## config.mk

```make
export PLATFORM = sky130hd
export DESIGN_NAME = rsa_modexp_ctrl
export DESIGN_NICKNAME = d
export VERILOG_FILES = /design/src/rtl/rsa_modexp_ctrl.sv
export SDC_FILE = /design/constraint.sdc
export NUM_CORES = 1
export LEC_CHECK = 0
export BUFFER_PORTS_ARGS = -buffer_cell sky130_fd_sc_hd__buf_2
export CAP_MARGIN = 15
export CORE_ASPECT_RATIO = 0.8
export CORE_MARGIN = 2
export CORE_UTILIZATION = 49
export CTS_BUF_LIST = sky130_fd_sc_hd__clkbuf_16
export DETAILED_ROUTE_END_ITERATION = 6
export GPL_TIMING_DRIVEN = 0
export PLACE_DENSITY_LB_ADDON = 0.1
export RECOVER_POWER = 25
export SLEW_MARGIN = 20
export SYNTH_ARGS = -nofsm -noshare
export SYNTH_HDL_FRONTEND = slang
export SYNTH_SLANG_ARGS = --single-unit
```

## constraint.sdc

```tcl
create_clock -name clk -period 2.35 [get_ports clk]
set_clock_uncertainty 0.1 [all_clocks]
set_input_delay 0 -clock clk [delete_from_list [all_inputs] [get_ports clk]]
set_output_delay 0 -clock clk [all_outputs]
set_load 0.1 [all_outputs]
```

## src/rtl/rsa_modexp_ctrl.sv

```systemverilog
// Left-to-right square-and-multiply sequencer for base^exp mod n.
// The modulus lives in the external multiplier; this block owns acc, the operands and the bit index.
//
// state    | meaning
// IDLE     | waiting for start; outputs hold last values
// SQR_REQ  | issue acc*acc to the multiplier
// SQR_WAIT | wait for the squaring product
// MUL_REQ  | issue acc*base to the multiplier
// MUL_WAIT | wait for the multiply product
// DONE     | one-cycle completion pulse, result valid
module rsa_modexp_ctrl #(
  parameter int WIDTH = 8
) (
  input  logic             clk,
  input  logic             rst_n,
  input  logic             start,
  input  logic             abort,
  input  logic [WIDTH-1:0] base_in,
  input  logic [WIDTH-1:0] exp_in,
  output logic             busy,
  output logic             done,
  output logic [WIDTH-1:0] result,
  output logic             mul_start,
  output logic [WIDTH-1:0] mul_a,
  output logic [WIDTH-1:0] mul_b,
  input  logic             mul_done,
  input  logic [WIDTH-1:0] mul_p
);

  localparam int IW = (WIDTH > 1) ? $clog2(WIDTH) : 1;
  localparam logic [IW-1:0]    IDX_MAX = IW'(WIDTH - 1);
  localparam logic [WIDTH-1:0] ONE     = WIDTH'(1);

  typedef enum logic [2:0] {
    IDLE, SQR_REQ, SQR_WAIT, MUL_REQ, MUL_WAIT, DONE
  } state_t;

  state_t           state, state_nxt;
  logic [WIDTH-1:0] acc, acc_nxt;
  logic [IW-1:0]    idx, idx_nxt;
  logic [WIDTH-1:0] base_q, base_nxt;
  logic [WIDTH-1:0] exp_q, exp_nxt;
  logic [WIDTH-1:0] mul_a_q, mul_b_q, result_q;

  always_comb begin
    state_nxt = state;
    acc_nxt   = acc;
    idx_nxt   = idx;
    base_nxt  = base_q;
    exp_nxt   = exp_q;
    case (state)
      IDLE: begin
        if (start && !abort) begin
          base_nxt  = base_in;
          exp_nxt   = exp_in;
          acc_nxt   = ONE;
          idx_nxt   = IDX_MAX;
          state_nxt = (exp_in == '0) ? DONE : SQR_REQ;
        end
      end
      SQR_REQ:  state_nxt = SQR_WAIT;
      SQR_WAIT: begin
        if (mul_done) begin
          acc_nxt = mul_p;
          if (exp_q[idx]) begin
            state_nxt = MUL_REQ;
          end else if (idx == '0) begin
            state_nxt = DONE;
          end else begin
            idx_nxt   = idx - 1'b1;
            state_nxt = SQR_REQ;
          end
        end
      end
      MUL_REQ:  state_nxt = MUL_WAIT;
      MUL_WAIT: begin
        if (mul_done) begin
          acc_nxt = mul_p;
          if (idx == '0) begin
            state_nxt = DONE;
          end else begin
            idx_nxt   = idx - 1'b1;
            state_nxt = SQR_REQ;
          end
        end
      end
      DONE:     state_nxt = IDLE;
      default:  state_nxt = IDLE;
    endcase
    // Abort beats any coincident mul_done: nothing from the abandoned op is kept.
    if (abort && state != IDLE) begin
      state_nxt = IDLE;
      acc_nxt   = acc;
      idx_nxt   = idx;
    end
  end

  always_ff @(posedge clk or negedge rst_n) begin
    if (!rst_n) begin
      state    <= IDLE;
      acc      <= ONE;
      idx      <= IDX_MAX;
      base_q   <= '0;
      exp_q    <= '0;
      mul_a_q  <= '0;
      mul_b_q  <= '0;
      result_q <= '0;
    end else begin
      state  <= state_nxt;
      acc    <= acc_nxt;
      idx    <= idx_nxt;
      base_q <= base_nxt;
      exp_q  <= exp_nxt;
      // Operands load on entry to a REQ state and stay put until the next REQ.
      if (state_nxt == SQR_REQ) begin
        mul_a_q <= acc_nxt;
        mul_b_q <= acc_nxt;
      end else if (state_nxt == MUL_REQ) begin
        mul_a_q <= acc_nxt;
        mul_b_q <= base_q;
      end
      if (state_nxt == DONE) result_q <= acc_nxt;
    end
  end

  assign busy      = (state != IDLE);
  assign done      = (state == DONE);
  assign mul_start = (state == SQR_REQ) || (state == MUL_REQ);
  assign mul_a     = mul_a_q;
  assign mul_b     = mul_b_q;
  assign result    = result_q;

endmodule

```

==> insert_results.sql <==
INSERT INTO impl_metrics (metric_group, metric, value, unit) VALUES
('outcome', 'run_status', 'complete, but fails checks', ''),
('outcome', 'failing_checks', 'setup timing', ''),
('clocking', 'insertion_delay', '290', 'ps'),
('pwr', 'power_frac_comb', '56.3', '%'),
('finish', 'final_standard_cell_count_with_taps_included_and_fillers_excluded', '428', ''),
('routing', 'viasPerCell', '5.38', ''),
('sta', 'worst_slew_margin_rel', '13.6', '%'),
('min_path', 'hold_start', 'mul_p[3]', ''),
('die', 'core_area', '5440', 'um^2'),
('routing', 'routed_wire_length_per_instance', '16.6', 'um'),
('worst_setup_path', 'startpoint_type', 'register', ''),
('routing', 'drt_first_pass_iters', '5', ''),
('routing', 'wl', '7110', 'um'),
('flow_run', 'max_cap_violations', '0', ''),
('routing', 'detail-route-antenna-nets', '0', ''),
('die', 'ios', '56', ''),
('clocking', 'cts_buffers', '5', ''),
('die', 'design.die.area', '6240', 'um^2'),
('placed_design', 'final_weighted_congestion_in_routability_driven_placement', '0.826', ''),
('finish', 'final_net_count', '381', ''),
('synthesis', 'ys.flop_type', 'dfrtp_1', ''),
('synthesis', 'synth.distinct_cells', '41', ''),
('routing', 'met1_length', '3290', 'um'),
('sta', 'final.hold.worst_slack', '16.3', 'ps'),
('die', 'dieHeight', '71.0', 'um'),
('sta', 'finalMaxSlewViolations', '0', ''),
('synthesis', 'yosysTopAreaCellShare', '45.5', '%'),
('routing', 'wl_met2', '3310', 'um'),
('synthesis', 'ys_top_cells_by_area', 'dfrtp_1 45%, mux2_2 9.0%, nand2_1 7.5%, mux2_4 5.5%, dfstp_2 3.8%', ''),
('placed_design', 'numPlacedInstances', '391', ''),
('pwr', 'vdd_drop_max', '0.000990', 'V'),
('placed_design', 'post-dp-hpwl', '4310', 'um'),
('grt', 'globalRouteOverflowTotal', '0', ''),
('synthesis', 'asyncSetResetFlopFracSynth', '100', '%'),
('synthesis', 'netlist_area_before_placement', '2750', 'um^2'),
('grt', 'first_global_vias', '2258', ''),
('clocking', 'tritoncts_num_sinks', '54', ''),
('sta', 'final-hold-violation-count', '0', ''),
('pwr', 'internal_power', '2640', 'uW'),
('routing', 'highest_layer', 'met4', ''),
('worst_setup_path', 'arrival', '2440', 'ps'),
('worst_setup_path', 'timing_worst_setup_path_type', 'register to register', ''),
('sta', 'finalCritPeriodShare', '101', '%'),
('pwr', 'power_density', '1410', 'nW/um^2'),
('placed_design', 'io_buffers', '55', ''),
('worst_setup_path', 'critical_path.max_fanout', '7', ''),
('synthesis', 'yosys_warnings', '0', ''),
('routing', 'via_count', '2301', ''),
('sta', 'clock.fmax', '422', 'MHz'),
('routing', 'routed-wl-met3', '418', 'um'),
('finish', 'layout-drive-gt1-share', '38.9', '%'),
('sta', 'final-setup-viol-count', '12', ''),
('synthesis', 'net_count_after_synthesis', '289', ''),
('sta', 'timing.final.ws_setup', '-21.2', 'ps'),
('clocking', 'clock_root_buffer', 'clkbuf_16', ''),
('sta', 'max_slew.worst_pin.slew', '1300', 'ps'),
('clocking', 'h-tree-depth', '2', ''),
('die', 'rows', '24', ''),
('grt', 'antenna_violations_before_repair', '0', ''),
('synthesis', 'synth-edff-count', '0', ''),
('min_path', 'timing.hold.worst.class', 'primary input to register', ''),
('synthesis', 'synth_top_area_cell', 'dfrtp_1', ''),
('clocking', 'cts_tree', 'done', ''),
('clocking', 'ctsLongestPathBuffers', '2', ''),
('clocking', 'clkTransAtPathRegs', '70', 'ps'),
('routing', 'drt_drc_violations_left', '0', ''),
('routing', 'drc_violation_total_after_the_first_tritonroute_iteration', '128', ''),
('synthesis', 'synth.yosys.seq_area_share', '49.3', '%'),
('worst_setup_path', 'crit_path_end_kind', 'register', ''),
('synthesis', 'yosysMostFrequentCell', 'nand2_1', ''),
('sta', 'grt_setup_unrepaired', 'true', '');
power by group through the flow:
stage	registers [uW]	logic, uW	clock network, uW
global placement	1480	2620	0
finish	1500	2970	808
detailed placement	1490	2640	0
CTS	1480	2830	817
floorplan	2830	840	0
global route	1540	3100	849
worst max-delay path, cell delays in order (launching register included):
cell     delay (ps)
dfstp_2         540
buf_8           140
mux2i_4         240
a22oi_2         130
a211o_1         300
and3b_2         240
buf_6           140
buf_12          140
mux2_4          290
metal layers:
layer	up-vias	global-route usage, %
met5	-	0
met4	0	6.50
met3	7	4.32
met2	95	36.2
met1	1105	34.9
li1	1094	-
final cells by class:
cell class	count	area [um^2]
clock buffers	5	125
well taps	78	97.6
fillers	403	1680
repair buffers	85	603
clock inverters	2	33.8
inverters	5	18.8
multi-input cells	184	1420
plain buffers	15	101
flip-flops and latches	54	1360
final timing paths:
path / to / slack (ps) / depth (start not counted)
max: mul_a[5] / -20 / 8
min: acc[3] / 20 / 3
max reg2reg: mul_a[5] / -20 / 8
min reg2reg: exp_q[2] / 380 / 2
max in group asynchronous: base_q[7] / 930 / 2
min in group asynchronous: exp_q[0] / 430 / 2
per-stage QoR:
step | TNS (ps) | setup slack, ps | util [%] | total power (uW) | instance area (um^2)
after CTS | -138 | -23.8 | 67.2 | 5130 | 3650
final | -140 | -21.2 | 69.0 | 5280 | 3750
after detailed placement | -2980 | -144 | 57.7 | 4140 | 3140
after global routing | -1450 | -87.0 | 69.0 | 5490 | 3750
after floorplan | 0 | 52.5 | - | 3670 | 2760
after global placement | -2650 | -139 | 57.6 | 4110 | 3130
timing repair:
action / 4_1_cts / 5_1_grt
gates resized for setup: 13 / 20
hold buffers: 18 / 0
pin swaps: 8 / 4
gates cloned: 1 / 0
buffers inserted: 10 / 2
hold endpoints to repair: 67 / 0
endpoints found under the setup margin: 24 / 35
state kept, by name (all words and copies together) (netlist names):
name / flops
acc: 8
exp_q: 8
result: 8
base_q: 8
mul_b: 8
state: 3
mul_a: 8
idx: 3
cell families (layout without fill, tap and decap cells):
family	Yosys count	after routing	share of synthesized area (%)
DFF	54	54	49.3
buffers and inverters	20	112	4.18
and+or+nand+nor	119	119	21.8
AOI/OAI and AO/OA	25	25	6.95
muxes	37	37	16.3
xor gates and xnor gates	1	1	0.591
adders and majority gates	2	2	0.909
placed cells by master, fill, tap and decap left out, types with 9 or more instances in the layout:
cell	count
nand3_1	9
mux2_4	21
dlygate4sd3_1	18
o21ai_0	9
nand4_1	14
dfrtp_1	50
mux2_2	11
nand2_1	55
buf_2	58
buf_4	9
Note: power is estimated with default switching activity, not from simulation.
